===== src/rtl/mem_port_arbiter_pkg.sv =====
// ---------------------------------------------------------------------------
// mem_port_arbiter_pkg
//   Shared types for the core-side memory port arbiter: transaction owner,
//   arbiter FSM state, requester bit indices and a one-hot to owner helper.
//   State encodings are kept as explicit localparams so that the values seen
//   in legacy waveforms and debug tooling stay the same.
// ---------------------------------------------------------------------------
package mem_port_arbiter_pkg;

    // Requester indices inside the {ST, LD, IFU} request / winner vectors
    localparam int unsigned NUM_REQ = 3;
    localparam int unsigned IDX_IFU = 0;
    localparam int unsigned IDX_LD  = 1;
    localparam int unsigned IDX_ST  = 2;

    // Legacy FSM encodings
    localparam logic [1:0] ARB_IDLE_ENC  = 2'd0;
    localparam logic [1:0] ARB_ISSUE_ENC = 2'd1;
    localparam logic [1:0] ARB_WAIT_ENC  = 2'd2;

    typedef enum logic [1:0] {
        ARB_IDLE  = ARB_IDLE_ENC,
        ARB_ISSUE = ARB_ISSUE_ENC,
        ARB_WAIT  = ARB_WAIT_ENC
    } mem_arb_state_t;

    typedef enum logic [1:0] {
        ARB_OWN_IFU = 2'd0,
        ARB_OWN_LD  = 2'd1,
        ARB_OWN_ST  = 2'd2
    } mem_arb_owner_t;

    // Winner vector is one-hot (or zero when nothing is eligible)
    function automatic mem_arb_owner_t onehot_to_owner(input logic [NUM_REQ-1:0] win);
        mem_arb_owner_t own;
        own = ARB_OWN_IFU;
        if (win[IDX_ST]) begin
            own = ARB_OWN_ST;
        end else if (win[IDX_LD]) begin
            own = ARB_OWN_LD;
        end
        return own;
    endfunction

endpackage


===== src/rtl/mem_arb_pick.sv =====
// ---------------------------------------------------------------------------
// mem_arb_pick
//   Combinational priority picker for the memory port arbiter.
//   Order: urgent store, then starving requesters (IFU, LD, ST),
//   then the normal order LD > IFU > ST.
// Ports
//   req       in  [2:0]  eligible requests {ST, LD, IFU}
//   urgent    in  1      store buffer nearly full
//   starving  in  [2:0]  wait counter at its limit {ST, LD, IFU}
//   win       out [2:0]  one-hot winner, zero when no request
// ---------------------------------------------------------------------------
module mem_arb_pick
    import mem_port_arbiter_pkg::*;
(
    input  logic [NUM_REQ-1:0] req,
    input  logic               urgent,
    input  logic [NUM_REQ-1:0] starving,
    output logic [NUM_REQ-1:0] win
);

    logic [NUM_REQ-1:0] starve_req;

    assign starve_req = req & starving;

    always_comb begin
        win = '0;
        if (urgent && req[IDX_ST]) begin
            win[IDX_ST] = 1'b1;
        end else if (starve_req[IDX_IFU]) begin
            win[IDX_IFU] = 1'b1;
        end else if (starve_req[IDX_LD]) begin
            win[IDX_LD] = 1'b1;
        end else if (starve_req[IDX_ST]) begin
            win[IDX_ST] = 1'b1;
        end else if (req[IDX_LD]) begin
            win[IDX_LD] = 1'b1;
        end else if (req[IDX_IFU]) begin
            win[IDX_IFU] = 1'b1;
        end else if (req[IDX_ST]) begin
            win[IDX_ST] = 1'b1;
        end
    end

endmodule


===== src/rtl/mem_port_arbiter.sv =====
// ---------------------------------------------------------------------------
// mem_port_arbiter
//   Shares the single core-side memory port between instruction fetch (IFU),
//   data loads (LD) and committed-store drain (ST). One transaction is kept
//   outstanding: IDLE selects and latches a winner, ISSUE holds mem_req until
//   mem_ready, WAIT forwards the single-cycle response to the owner.
//   Arbitration: urgent store, then starving requesters, then LD > IFU > ST.
//
// Optional build macro
//   MEM_ARB_PERF_EN : adds 32-bit wrapping performance counters
//                     perf_ifu_cnt / perf_ld_cnt / perf_st_cnt (grants) and
//                     perf_stall_cnt (cycles with a request pending while busy).
//
// Ports
//   clk, rst_n                      clock, asynchronous active-low reset
//   flush                           kills IFU request / in-flight IFU response
//   ifu_req/addr -> ifu_gnt/rvalid/rdata   fetch port
//   ld_req/addr  -> ld_gnt/rvalid/rdata    load port
//   st_req/addr/wdata/be/urgent -> st_gnt/st_done   store drain port
//   mem_req/we/addr/wdata/be, mem_ready, mem_rvalid/rdata   memory side
// ---------------------------------------------------------------------------
module mem_port_arbiter
    import mem_port_arbiter_pkg::*;
#(
    parameter int unsigned MAX_WAIT = 4,
    parameter int unsigned ADDR_W   = 32,
    parameter int unsigned DATA_W   = 32
) (
    input  logic                clk,
    input  logic                rst_n,
    input  logic                flush,
    // instruction fetch
    input  logic                ifu_req,
    input  logic [ADDR_W-1:0]   ifu_addr,
    output logic                ifu_gnt,
    output logic                ifu_rvalid,
    output logic [DATA_W-1:0]   ifu_rdata,
    // loads
    input  logic                ld_req,
    input  logic [ADDR_W-1:0]   ld_addr,
    output logic                ld_gnt,
    output logic                ld_rvalid,
    output logic [DATA_W-1:0]   ld_rdata,
    // store drain
    input  logic                st_req,
    input  logic [ADDR_W-1:0]   st_addr,
    input  logic [DATA_W-1:0]   st_wdata,
    input  logic [DATA_W/8-1:0] st_be,
    input  logic                st_urgent,
    output logic                st_gnt,
    output logic                st_done,
    // memory interface
    output logic                mem_req,
    output logic                mem_we,
    output logic [ADDR_W-1:0]   mem_addr,
    output logic [DATA_W-1:0]   mem_wdata,
    output logic [DATA_W/8-1:0] mem_be,
    input  logic                mem_ready,
    input  logic                mem_rvalid,
    input  logic [DATA_W-1:0]   mem_rdata
`ifdef MEM_ARB_PERF_EN
    ,
    output logic [31:0]         perf_ifu_cnt,
    output logic [31:0]         perf_ld_cnt,
    output logic [31:0]         perf_st_cnt,
    output logic [31:0]         perf_stall_cnt
`endif
);

    localparam int unsigned CNT_W = $clog2(MAX_WAIT + 1);
    localparam logic [CNT_W-1:0] CNT_MAX = CNT_W'(MAX_WAIT);

    mem_arb_state_t      state_q, state_d;
    mem_arb_owner_t      owner_q;
    logic                killed_q;
    logic                lat_we;
    logic [ADDR_W-1:0]   lat_addr;
    logic [DATA_W-1:0]   lat_wdata;
    logic [DATA_W/8-1:0] lat_be;
    logic [CNT_W-1:0]    wait_cnt [NUM_REQ];

    logic [NUM_REQ-1:0]  elig;
    logic [NUM_REQ-1:0]  starving;
    logic [NUM_REQ-1:0]  win;
    logic                select;
    logic                accept;
    logic                resp;
    logic                ifu_dead;
    logic [ADDR_W-1:0]   sel_addr;

    // A flushed fetch is simply not a candidate this cycle
    assign elig[IDX_IFU] = ifu_req && !flush;
    assign elig[IDX_LD]  = ld_req;
    assign elig[IDX_ST]  = st_req;

    always_comb begin
        for (int unsigned i = 0; i < NUM_REQ; i++) begin
            starving[i] = (wait_cnt[i] == CNT_MAX);
        end
    end

    mem_arb_pick u_pick (
        .req      (elig),
        .urgent   (st_urgent),
        .starving (starving),
        .win      (win)
    );

    assign select = (state_q == ARB_IDLE) && (|elig);
    assign accept = (state_q == ARB_ISSUE) && mem_ready;
    assign resp   = (state_q == ARB_WAIT) && mem_rvalid;

    // Flush in the same cycle as the gnt/response must already suppress it,
    // so the registered kill flag is combined with the live flush.
    assign ifu_dead = killed_q || flush;

    always_comb begin
        sel_addr = ifu_addr;
        if (win[IDX_ST]) begin
            sel_addr = st_addr;
        end else if (win[IDX_LD]) begin
            sel_addr = ld_addr;
        end
    end

    always_comb begin
        state_d = state_q;
        unique case (state_q)
            ARB_IDLE:  if (|elig)      state_d = ARB_ISSUE;
            ARB_ISSUE: if (mem_ready)  state_d = ARB_WAIT;
            ARB_WAIT:  if (mem_rvalid) state_d = ARB_IDLE;
            default:                   state_d = ARB_IDLE;
        endcase
    end

    always_ff @(posedge clk or negedge rst_n) begin
        if (!rst_n) begin
            state_q   <= ARB_IDLE;
            owner_q   <= ARB_OWN_IFU;
            killed_q  <= 1'b0;
            lat_we    <= 1'b0;
            lat_addr  <= '0;
            lat_wdata <= '0;
            lat_be    <= '0;
        end else begin
            state_q <= state_d;
            if (select) begin
                owner_q   <= onehot_to_owner(win);
                lat_we    <= win[IDX_ST];
                lat_addr  <= sel_addr;
                lat_wdata <= win[IDX_ST] ? st_wdata : '0;
                lat_be    <= win[IDX_ST] ? st_be : '0;
            end
            if (state_q == ARB_IDLE) begin
                killed_q <= 1'b0;
            end else if (flush && owner_q == ARB_OWN_IFU) begin
                killed_q <= 1'b1;
            end
        end
    end

    // Losers that were eligible age by one per arbitration; the winner restarts.
    always_ff @(posedge clk or negedge rst_n) begin
        if (!rst_n) begin
            for (int unsigned i = 0; i < NUM_REQ; i++) begin
                wait_cnt[i] <= '0;
            end
        end else if (select) begin
            for (int unsigned i = 0; i < NUM_REQ; i++) begin
                if (win[i]) begin
                    wait_cnt[i] <= '0;
                end else if (elig[i] && !starving[i]) begin
                    wait_cnt[i] <= wait_cnt[i] + CNT_W'(1);
                end
            end
        end
    end

    assign mem_req   = (state_q == ARB_ISSUE);
    assign mem_we    = mem_req && lat_we;
    assign mem_addr  = mem_req ? lat_addr  : '0;
    assign mem_wdata = mem_req ? lat_wdata : '0;
    assign mem_be    = mem_req ? lat_be    : '0;

    assign ifu_gnt    = accept && (owner_q == ARB_OWN_IFU) && !ifu_dead;
    assign ld_gnt     = accept && (owner_q == ARB_OWN_LD);
    assign st_gnt     = accept && (owner_q == ARB_OWN_ST);

    assign ifu_rvalid = resp && (owner_q == ARB_OWN_IFU) && !ifu_dead;
    assign ld_rvalid  = resp && (owner_q == ARB_OWN_LD);
    assign st_done    = resp && (owner_q == ARB_OWN_ST);

    assign ifu_rdata  = ifu_rvalid ? mem_rdata : '0;
    assign ld_rdata   = ld_rvalid  ? mem_rdata : '0;

`ifdef MEM_ARB_PERF_EN
    always_ff @(posedge clk or negedge rst_n) begin
        if (!rst_n) begin
            perf_ifu_cnt   <= '0;
            perf_ld_cnt    <= '0;
            perf_st_cnt    <= '0;
            perf_stall_cnt <= '0;
        end else begin
            if (ifu_gnt) perf_ifu_cnt <= perf_ifu_cnt + 32'd1;
            if (ld_gnt)  perf_ld_cnt  <= perf_ld_cnt + 32'd1;
            if (st_gnt)  perf_st_cnt  <= perf_st_cnt + 32'd1;
            if ((ifu_req || ld_req || st_req) && state_q != ARB_IDLE) begin
                perf_stall_cnt <= perf_stall_cnt + 32'd1;
            end
        end
    end
`endif

endmodule


===== config.mk =====
export PLATFORM = sky130hd
export DESIGN_NAME = mem_port_arbiter
export DESIGN_NICKNAME = d
export VERILOG_FILES = /design/src/rtl/mem_port_arbiter_pkg.sv /design/src/rtl/mem_arb_pick.sv /design/src/rtl/mem_port_arbiter.sv
export SDC_FILE = /design/constraint.sdc
export NUM_CORES = 1
export LEC_CHECK = 0
export CAP_MARGIN = 20
export CORE_AREA = 2 2 122 124
export CTS_CLUSTER_SIZE = 10
export DETAILED_ROUTE_END_ITERATION = 16
export DIE_AREA = 0 0 124 126
export PLACE_DENSITY = 0.77
export SYNTH_ARGS = -nofsm -noshare
export SYNTH_HDL_FRONTEND = slang
export SYNTH_SLANG_ARGS = --single-unit

===== constraint.sdc =====
create_clock -name clk -period 2.3 [get_ports clk]
set_input_delay 0.46 -clock clk [delete_from_list [all_inputs] [get_ports clk]]
set_output_delay 0.46 -clock clk [all_outputs]
set_load 0.01 [all_outputs]

# After elaboration in Yosys (flattened, before gate mapping)

Cells that the tools add are included.
W data, S select, Z words.

Add/sub/neg operators: 3
Eq/ne operators: 10
Muxes and demuxes: 38
Bitwise gates (word level): 1
Reductions and logical operators: 35

Operators by type and width:

| operator              | number |
|---|---|
| $mux W32              | 7 |
| $logic_and A1 B1 Y1   | 18 |
| $mux W3               | 6 |
| $mux W1               | 15 |
| $mux W2               | 7 |
| $add A3 B1 Y3 const B | 3 |
| $eq A3 B3 Y1 const B  | 3 |
| $mux W4               | 2 |
| $reduce_bool A2 Y1    | 4 |
| $pmux W2 S3           | 1 |
| $reduce_and A2 Y1     | 3 |
| $logic_not A1 Y1      | 5 |
| $eq A2 B1 Y1 const B  | 2 |
| $eq A2 B2 Y1 const B  | 2 |
| $logic_not A2 Y1      | 2 |
| $ne A2 B2 Y1 const B  | 2 |
| $and A3 B3 Y3         | 1 |
| $reduce_and A3 Y1     | 1 |
| $reduce_or A3 Y1      | 1 |
| $ne A2 B1 Y1 const B  | 1 |
| $logic_or A1 B1 Y1    | 1 |

Flip-flop bits (word level): 83
Word-level logic and storage cells: 97

# Logic depth before layout (Yosys ltp)

Gate-level depths: netlist of run 1.

Depth in word-level cells: 10
Gate-level depth with buffers: 9
Mapped depth without buffers: 7

# Modules after synthesis

A second synthesis of run 1 with hierarchy kept.

Cells, all modules: 618
Area total of the unflattened synthesis: 4991.0 µm²

Modules (own cells, without submodules):

| module           | times used | cells each | area an instance (µm²) | seq. area each (µm²) |
|---|---|---|---|---|
| mem_port_arbiter | 1          | 607        | 4913.5                 | 2052.0 |
| mem_arb_pick     | 1          | 11         | 77.6                   | 0.0 |

# Worst setup path before layout of run 1

Ideal clock, no wire load.

Path kind: input to output
From: in flush
To: out ifu_rdata[22]
Arrival time: 1.294 ns
Path slack: 0.546 ns
Stages on the path: 5
Buffers on the path: 1
Cells stage by stage: nor2_1 -> nand2_1 -> nor2_1 -> clkbuf_1 -> and2_1

Word-level cells in the longest chain between the ends: 4

RTL lines:

| what                | RTL line                | text |
|---|---|---|
| from (decl)         | mem_port_arbiter.sv:31  | `input logic flush,` |
| $logic_or A1 B1 Y1  | mem_port_arbiter.sv:115 | `assign ifu_dead = killed_q \|\| flush;` |
| $logic_not A1 Y1    | mem_port_arbiter.sv:189 | `assign ifu_rvalid = resp && (owner_q == ARB_OWN_IFU) && !ifu_dead;` |
| $logic_and A1 B1 Y1 | mem_port_arbiter.sv:189 |  |
| net ifu_rvalid      | mem_port_arbiter.sv:36  | `output logic ifu_rvalid,` |
| $mux W32            | mem_port_arbiter.sv:193 | `assign ifu_rdata = ifu_rvalid ? mem_rdata : '0;` |
| to (decl)           | mem_port_arbiter.sv:37  | `output logic [DATA_W-1:0] ifu_rdata,` |

The timed path passes the listed nets, and every way through them passes these cells.

# Worst setup path after layout of run 1

From: in mem_rvalid
To: out ifu_rdata[21]

Word-level cells in the longest chain between the ends: 4

RTL lines:

| what                             | RTL line                | text |
|---|---|---|
| from (decl)                      | mem_port_arbiter.sv:59  | `input logic mem_rvalid,` |
| $logic_and A1 B1 Y1              | mem_port_arbiter.sv:111 | `assign resp = (state_q == ARB_WAIT) && mem_rvalid;` |
| $logic_and A1 B1 Y1 (2 in a row) | mem_port_arbiter.sv:189 |  |
| $mux W32                         | mem_port_arbiter.sv:193 |  |

No other way between the ends.

==> flow_summary.json, run 1 <==
{
  "grt_pass1_wl_um": 26500,
  "wl_per_cell_um": 17.1,
  "grt.overflow.total": 0,
  "dp_hpwl_um": 13500,
  "maxCapViolations": 0,
  "dp_slack_ps": -316,
  "ir_worst_vdd_v": 0.000451,
  "clock_path_buffers": 2,
  "avgViaCountPerCell": 4.85,
  "synth-seq-area-share_pct": 40.7,
  "root_buffer": "clkbuf_16",
  "path_class": "in -> out",
  "worst_slew_pin_slew_ps": 494,
  "cts_buffers": 9,
  "dr.pass1.iters": 5,
  "grt_pass1_vias": 5100,
  "period_share_pct": 98.0,
  "dieWidth_um": 124,
  "crit_path_start_kind": "input pin",
  "slew_headroom_pct": 67.1,
  "muxShareOfSynthArea_pct": 6.35,
  "clock_skew_ps": 8.72,
  "fmax_mhz": 443,
  "drive_gt1_share_pct": 20.1,
  "clk_latency_ps": 340,
  "crit_path_max_fanout": 33,
  "synthAdderAreaFrac_pct": 1.49,
  "synth-xor-area-share_pct": 0.174,
  "powerDensity_nw_per_um2": 946,
  "end_kind": "output pin",
  "io_buffers": 312,
  "status": "complete, no violations",
  "antenna_left": 0,
  "fin_setup_tns_ps": 0,
  "initial_core_util_pct": 35.2,
  "dieArea_um2": 15600,
  "grt_usage_pct": 22.2,
  "synth.avg_cell_area_um2": 9.97,
  "antenna_found_initial": 0,
  "min_path_type": "in -> async",
  "via_count": 4971,
  "h-tree-depth": 3,
  "dp.cells": 1005,
  "io_pins": 313,
  "area_delta_synth_final_pct": 70.7,
  "synth-simple-area-share_pct": 24.6,
  "postCtsHoldBufs": 0,
  "diodes": 0,
  "synth_compound_area_share_pct": 19.0,
  "synth_cells": 506,
  "place.gp.congestion": 0.837,
  "clk_pin_slew_ps": 70,
  "rows": 44,
  "fin_cells": 1025,
  "yosysWarnings": 0,
  "drtIter0Drc": 201,
  "final.min_clock_period_ps": 2260,
  "worst_slack_ps": 44.9,
  "wirelength_um": 17500,
  "synth_top_family_by_area": "simple AND/OR/NAND/NOR gates",
  "coreArea_um2": 14300,
  "cp_data_arrival_time_ps": 1800,
  "setup_viol": 0,
  "drcViolationCount": 0,
  "syn-num-nets": 685,
  "syn_area_um2": 5040,
  "dieHeight_um": 126,
  "clkSinkCount": 82,
  "cp_data_required_time_ps": 1840,
  "p_leak_uw": 0.00423,
  "finalHoldViolations": 0,
  "yosysUniqueCellTypes": 41,
  "cts_tree": "done",
  "ys_seq_elements": 82,
  "grt_max_degree": 51,
  "slew_viol_final": 0,
  "final_nets": 1015,
  "rsz0062_at_grt": "true"
}
-- sequential cells by signal (all words and copies together) (netlist names) --
register	count
owner_q	2
lat_wdata	32
wait_cnt	9
state_q	2
killed_q	1
lat_addr	32
lat_be	4
-- placed cells by master, fill, tap and decap left out, drive strengths merged, types with 4 or more instances in the layout --
| cell | n |
|---|---|
| mux2i | 32 |
| dlygate4sd2 | 42 |
| nor2 | 15 |
| nand2b | 4 |
| inv | 40 |
| clkbuf | 77 |
| nand2 | 52 |
| o21ai | 7 |
| buf | 42 |
| a22o | 36 |
| ha | 6 |
| clkdlybuf4s50 | 171 |
| dfrtp | 82 |
| o221ai | 32 |
| and2 | 135 |
| clkdlybuf4s15 | 32 |
-- metrics by stage --
step	power (uW)	utilization, %	hold WS (ps)	instance area (um^2)
4_1_cts	8220	61.7	62.0	8830
5_1_grt	8690	60.2	86.2	8610
2_1_floorplan	4730	-	164	5040
3_3_place_gp	6590	60.0	433	8580
6_report	8150	60.2	54.2	8610
3_5_place_dp	6720	60.0	433	8580
-- worst max-delay path, cell delays in order --
cell             delay [ps]
clkdlybuf4s50_1         480
nand3b_1                150
nor2_2                  160
buf_12                  170
and2_1                  140
clkdlybuf4s15_1         230
-- Yosys cell counts (all sizes together) --
master   number  area, um^2
nor2         15        58.8
clkbuf       17        63.8
ha            6        75.1
a32o          2        20.0
and2b         1        10.0
o2111ai       1        8.76
xor2          1        8.76
a21o          3        22.5
inv          39         146
mux2i        32         320
nand2        52         198
o221ai       32         462
nand4b        2        17.5
o21a          1        15.0
buf          19         179
o31ai         3        36.3
nand2b        4        25.0
and3          2        12.5
o21ai         7        50.1
nor2b         2        12.5
a31oi         2        12.5
dfrtp        82        2050
a21oi         3        18.8
and2        135         845
nand3         3        20.0
nand4         2        12.5
nand3b        2        27.5
a22o         36         315
-- layer usage --
metal / global-route usage (%) / wire length [um] / up-vias
li1: - / - / 2377
met1: 23.5 / 6150 / 2336
met2: 42.1 / 9520 / 226
met3: 4.53 / 1410 / 32
met4: 8.66 / 437 / 0
met5: 0 / 0 / -
-- power breakdown --
| group | switching, uW | internal (uW) |
|---|---|---|
| combinational | 2050 | 2200 |
| sequential | 332 | 2050 |
| clock | 599 | 904 |
-- layout make-up --
type	count	area [um^2]
fillers	1253	5700
repair buffers	355	3240
multi-input cells	349	2630
flip-flops and latches	82	2050
clock buffers	11	253
well taps	184	230
inverters	39	146
clock inverters	5	61.3
-- what timing repair did --
action / 4_1_cts / 5_1_grt
setup endpoints to repair: 138 / 87
gates cloned: 2 / 0
setup buffers: 1 / 1
pin swaps: 2 / 1
gates resized for setup: 157 / 149
-- kinds of logic after synthesis --
kind of cell	Yosys count
AO/OA/AOI/OAI	90
XOR/XNOR	1
adder cells (fa/ha/maj)	6
buffers and inverters	75
flip-flops	82
multiplexers	32
AND/OR/NAND/NOR	220
-- path summary, 6_finish.rpt --
path	to	cells past startpoint	start	slack (ps)
min	lat_wdata[30]	1	rst_n	50
min reg2reg	lat_addr[21]	2	lat_addr[21]	480
max in group asynchronous	lat_wdata[16]	2	rst_n	1590
max	ifu_rdata[21]	6	mem_rvalid	40
max reg2reg	lat_addr[9]	8	wait_cnt[3]	340
min in group clk	lat_addr[21]	2	lat_addr[21]	480
(Power assumes the default switching activity.)
==> inputs of run 2 (changes only) <==
--- a/config.mk
+++ b/config.mk
@@ -13,2 +13,3 @@
 export PLACE_DENSITY = 0.77
+export SLEW_MARGIN = 0
 export SYNTH_ARGS = -nofsm -noshare
--- a/constraint.sdc
+++ b/constraint.sdc
@@ -3,2 +3,2 @@
 set_output_delay 0.46 -clock clk [all_outputs]
-set_load 0.01 [all_outputs]
+set_load 0.005 [all_outputs]
==> flow_summary.json, run 2 (synthesis results as in run 1) <==
{
  "crit_end": "ifu_rdata[3]",
  "p_seq_share_pct": 29.0,
  "final_util_pct": 64.1,
  "critPathLaunch": "state_q[0]",
  "intPower_uw": 5310,
  "place.gp.congestion": 0.835,
  "slowest_delay_ps": 380,
  "avgViaCountPerCell": 4.96,
  "p_sw_uw": 2960,
  "final_cell_mix": "clkdlybuf4s50_1, and2_1, dfrtp_1",
  "maxCapViolations": 0,
  "via_count": 5170,
  "grt_pass1_wl_um": 27500,
  "slew_headroom_pct": 65.8,
  "r2r-end": "lat_addr[17]",
  "dieHeight_um": 126,
  "min_path_type": "in -> async",
  "cts_tree": "done",
  "drive_gt1_share_pct": 20.8,
  "netSwitchingFraction_pct": 35.8,
  "coreArea_um2": 14300,
  "critPathSlowestCell": "dfrtp_1",
  "period_share_pct": 99.3,
  "clock_path_buffers": 2,
  "final_nets": 1034,
  "status": "complete, no violations",
  "grt_usage_pct": 22.9,
  "place_area_um2": 8580,
  "wl_per_cell_um": 17.8,
  "dieWidth_um": 124,
  "clk_latency_ps": 340,
  "cts_buffers": 9,
  "ir_worst_vdd_v": 0.000530,
  "layout_commonest_cell": "clkdlybuf4s50_1",
  "crit_path_max_fanout": 8,
  "clock_skew_ps": 10.1,
  "pwr-share-clk_pct": 17.1,
  "final_area_um2": 9170,
  "initial_core_util_pct": 35.2,
  "fmax_mhz": 438,
  "diodes": 0,
  "root_buffer": "clkbuf_16",
  "path_class": "reg -> out",
  "rr_startpoint": "wait_cnt[3]",
  "rows": 44,
  "combPwrFrac_pct": 53.9,
  "fill_cells": 1146,
  "end_kind": "output pin",
  "crit_path_start_kind": "register",
  "grt.overflow.total": 0,
  "dr.pass1.iters": 4,
  "cp_cell_sequence": "nand3b_1, buf_6, nor2_4, buf_12, clkbuf_16, buf_8, and2_1, clkbuf_2",
  "rsz0062_at_grt": "true",
  "antenna_left": 0,
  "grt_max_degree": 51,
  "finalHoldViolations": 0,
  "slew_viol_final": 0,
  "h-tree-depth": 3,
  "biggestRegsByFlops": "lat_addr (32), lat_wdata (32), wait_cnt (9)",
  "drcViolationCount": 0,
  "clk_pin_slew_ps": 60,
  "setup_viol": 0,
  "dieArea_um2": 15600,
  "cp_data_required_time_ps": 1840,
  "final.min_clock_period_ps": 2280,
  "cp_data_arrival_time_ps": 1820,
  "grt_pass1_vias": 5407,
  "dp_hpwl_um": 13500,
  "r2r_cells": 8,
  "antenna_found_initial": 0,
  "p_leak_uw": 0.00480,
  "drtIter0Drc": 207,
  "area_delta_synth_final_pct": 81.7,
  "worst_slew_pin_slew_ps": 512,
  "clkSinkCount": 82,
  "wirelength_um": 18600,
  "r2r_slack_ps": 350,
  "io_buffers": 312,
  "io_pins": 313,
  "powerDensity_nw_per_um2": 902
}
==> run 2: changes by cell type in the layout (fill, tap and decap cells not counted), sizes merged, moves of 3 or more <==
cell	previous run	this run
buf	42	75
clkbuf	77	37
clkdlybuf4s15	32	28
clkinv	0	3
dlygate4sd2	42	54
dlymetal6s2s	0	21
==> run 2: what timing repair did <==
action / 4_1_cts / 5_1_grt
cloned: 5 / 2
hold buffers: 0 / 0
setup buffers: 12 / 7
endpoints found under the setup margin: 136 / 94
endpoints found under the hold margin: 0 / 0
resized for setup: 140 / 165
pin swaps: 2 / 1
==> run 2: area by class of cell <==
class	instances	area, um^2	area share [%]
multi-input cells	349	2700	29.4
well taps	184	230	2.51
clock inverters	5	56.3	0.614
flip-flops and latches	82	2050	22.4
inverters	39	146	1.60
clock buffers	10	229	2.50
repair buffers	374	3750	41.0
==> run 2: worst min path at each step <==
stage,startpoint,end
floorplan,rst_n,killed_q
global placement,rst_n,lat_wdata[29]
detailed placement,rst_n,lat_wdata[30]
CTS,rst_n,lat_wdata[30]
global route,rst_n,lat_wdata[29]
finish,rst_n,lat_wdata[30]
==> run 2: power groups by stage <==
stage	Sequential, uW	Clock [uW]	Combinational (uW)
2_1_floorplan	2290	0	2270
3_3_place_gp	2360	0	4040
3_5_place_dp	2390	0	4160
4_1_cts	2390	1440	4360
5_1_grt	2470	1510	4840
6_report	2400	1410	4460
==> run 2: metal layers <==
metal / routed length, um / global-route usage, % / vias up
li1: - / - / 2421
met1: 6510 / 23.9 / 2469
met2: 10100 / 43.0 / 238
met3: 1380 / 5.07 / 42
met4: 643 / 10.3 / 0
met5: 0 / 0 / -
==> run 2: through the flow <==
step / setup slack, ps / power [uW] / hold slack, ps / cells / setup TNS [ps]
final: 15.4 / 8270 / 59.7 / 1043 / 0
after global placement: -265 / 6400 / 433 / 1004 / -17900
after global routing: -32.2 / 8820 / 86.4 / 1043 / -432
after floorplan: 569 / 4560 / 164 / 506 / 0
after CTS: -178 / 8190 / 75.0 / 1036 / -3240
after detailed placement: -296 / 6550 / 438 / 1004 / -20990
==> run 2: worst max-delay path: cells and delay by family, from the launching register on <==
kind / cells / cell delay, ps
buf+inv: 5 / 630
simple gates: 3 / 470
flops: 1 / 380
==> inputs of run 3 (changes only) <==
- CELL_PAD_IN_SITES_DETAIL_PLACEMENT: not set -> 1
- CELL_PAD_IN_SITES_GLOBAL_PLACEMENT: not set -> 2
- CORE_AREA: 2 2 122 124 -> not set
- CORE_MARGIN: not set -> 2
- CORE_UTILIZATION: not set -> 21
- DIE_AREA: 0 0 124 126 -> not set
- PLACE_DENSITY: 0.77 -> not set
- PLACE_DENSITY_LB_ADDON: not set -> 0.1
==> flow_summary.json, run 3 (synthesis results as in run 1) <==
{
  "wl_per_cell_um": 18.4,
  "antenna_left": 0,
  "drt-met1-wl_um": 8550,
  "crit_path_max_fanout": 7,
  "ir_worst_vdd_v": 0.000371,
  "maxCapViolations": 0,
  "dp_hpwl_um": 15800,
  "cp_cell_sequence": "nand3b_1, buf_6, nor2_4, buf_12, clkbuf_16, buf_8, buf_6, and2_4, clkbuf_2",
  "antenna_found_initial": 4,
  "powerDensity_nw_per_um2": 964,
  "clock_path_buffers": 2,
  "fin_setup_tns_ps": -921,
  "slowest_delay_ps": 400,
  "grt_pass1_vias": 5813,
  "path_class": "reg -> out",
  "combPwrFrac_pct": 55.2,
  "rsz0062_at_grt": "true",
  "clock_skew_ps": 6.85,
  "place.gp.congestion": 0.862,
  "clk_latency_ps": 350,
  "drcViolationCount": 0,
  "final_nets": 1045,
  "cts_tree": "done",
  "layout_commonest_cell": "clkdlybuf4s50_1",
  "worst_slack_ps": -124,
  "min_path_type": "in -> async",
  "dieArea_um2": 25300,
  "violations": "negative setup slack",
  "fmax_mhz": 413,
  "io_buffers": 312,
  "final_util_pct": 40.1,
  "h-tree-depth": 3,
  "clkSinkCount": 82,
  "clk_pin_slew_ps": 60,
  "final_cell_mix": "clkdlybuf4s50_1, and2_1, dfrtp_1",
  "place_area_um2": 8780,
  "avgViaCountPerCell": 4.38,
  "dieWidth_um": 159,
  "path_common_cell": "buf_6",
  "slew_viol_final": 0,
  "biggestRegsByFlops": "lat_addr (32), lat_wdata (32), wait_cnt (9)",
  "initial_core_util_pct": 21.4,
  "cts_buffers": 9,
  "io_pins": 313,
  "wl_met2_um": 11000,
  "final_area_um2": 9450,
  "intPower_uw": 5940,
  "via_count": 5229,
  "top_layer": "met5",
  "p_sw_uw": 3170,
  "drive_gt1_share_pct": 31.9,
  "final.min_clock_period_ps": 2420,
  "dr.pass1.iters": 4,
  "coreArea_um2": 23500,
  "finalHoldViolations": 0,
  "drtIter0Drc": 165,
  "root_buffer": "clkbuf_16",
  "grt_usage_pct": 16.8,
  "postCtsHoldBufs": 0,
  "dr_wl_met3_um": 1650,
  "period_share_pct": 105,
  "end_kind": "output pin",
  "netSwitchingFraction_pct": 34.8,
  "p_seq_share_pct": 26.1,
  "grt_max_degree": 44,
  "status": "finished with violations",
  "grt_pass1_wl_um": 33300,
  "grt.overflow.total": 0,
  "worst_slew_pin_slew_ps": 604,
  "p_leak_uw": 0.00457,
  "cp_data_required_time_ps": 1840,
  "rows": 56,
  "dieHeight_um": 159,
  "cp_data_arrival_time_ps": 1960,
  "area_delta_synth_final_pct": 87.3,
  "critPathSlowestCell": "dfrtp_1",
  "wirelength_um": 21900,
  "slew_headroom_pct": 59.8,
  "crit_path_start_kind": "register",
  "pwr-share-clk_pct": 18.7,
  "setup_viol": 24
}
run 3: cell types whose count changed in the layout (fill, tap and decap cells not counted), sizes merged:
cell           before  now
bufinv              1    3
diode               0    3
clkinv              3    2
bufbuf              0    3
dlymetal6s2s       21    1
buf                75   99
clkdlybuf4s15      28   12
dlygate4sd2        54   23
clkbuf             37   88
run 3: power by group through the flow:
stage | sequential [uW] | clock [uW] | combinational (uW)
2_1_floorplan | 2290 | 0 | 2270
3_3_place_gp | 2370 | 0 | 4370
5_1_grt | 2470 | 1830 | 5550
4_1_cts | 2390 | 1770 | 4950
3_5_place_dp | 2400 | 0 | 4430
6_report | 2380 | 1700 | 5030
run 3: timing repair:
action | 4_1_cts | 5_1_grt
buffers inserted | 17 | 12
resized for setup | 168 | 289
setup endpoints to repair | 140 | 67
endpoints found under the hold margin | 0 | 0
gates cloned | 7 | 4
pin swaps | 4 | 12
run 3: through the flow:
stage	hold slack, ps	instances	worst slack, ps	power [uW]
final	100	1193	-124	9110
after global routing	132	1193	-222	9840
after CTS	128	1175	-218	9110
after detailed placement	463	1135	-304	6840
after global placement	465	1135	-303	6740
after floorplan	164	506	569	4560
run 3: worst paths after layout:
check	from	to	slack, ps	cells after the start
max in group asynchronous	rst_n	lat_addr[9]	1490	2
max	state_q[0]	ld_rdata[16]	-120	9
min in group clk	lat_addr[10]	lat_addr[10]	480	2
min reg2reg	lat_addr[10]	lat_addr[10]	480	2
max reg2reg	wait_cnt[3]	lat_addr[4]	320	8
min	rst_n	lat_addr[19]	100	1
run 3: final cells by class:
cell class              count  area [um^2]
diodes                      3         7.51
clock buffers              10          229
clock inverters             6          115
fillers                  2687        14100
inverters                  39          146
multi-input cells         349         2750
flip-flops and latches     82         2050
well taps                 319          399
repair buffers            385         3750
run 3: critical path: cells and delay by family (launching register included):
family	cells	cell delay [ps]
flops	1	400
simple gates	3	490
buf+inv	6	720
run 3: layer usage:
layer	vias to the layer above	GRT usage, %
li1	2446	-
met1	2507	18.9
met2	241	29.1
met3	33	5.70
met4	2	7.19
met5	-	0
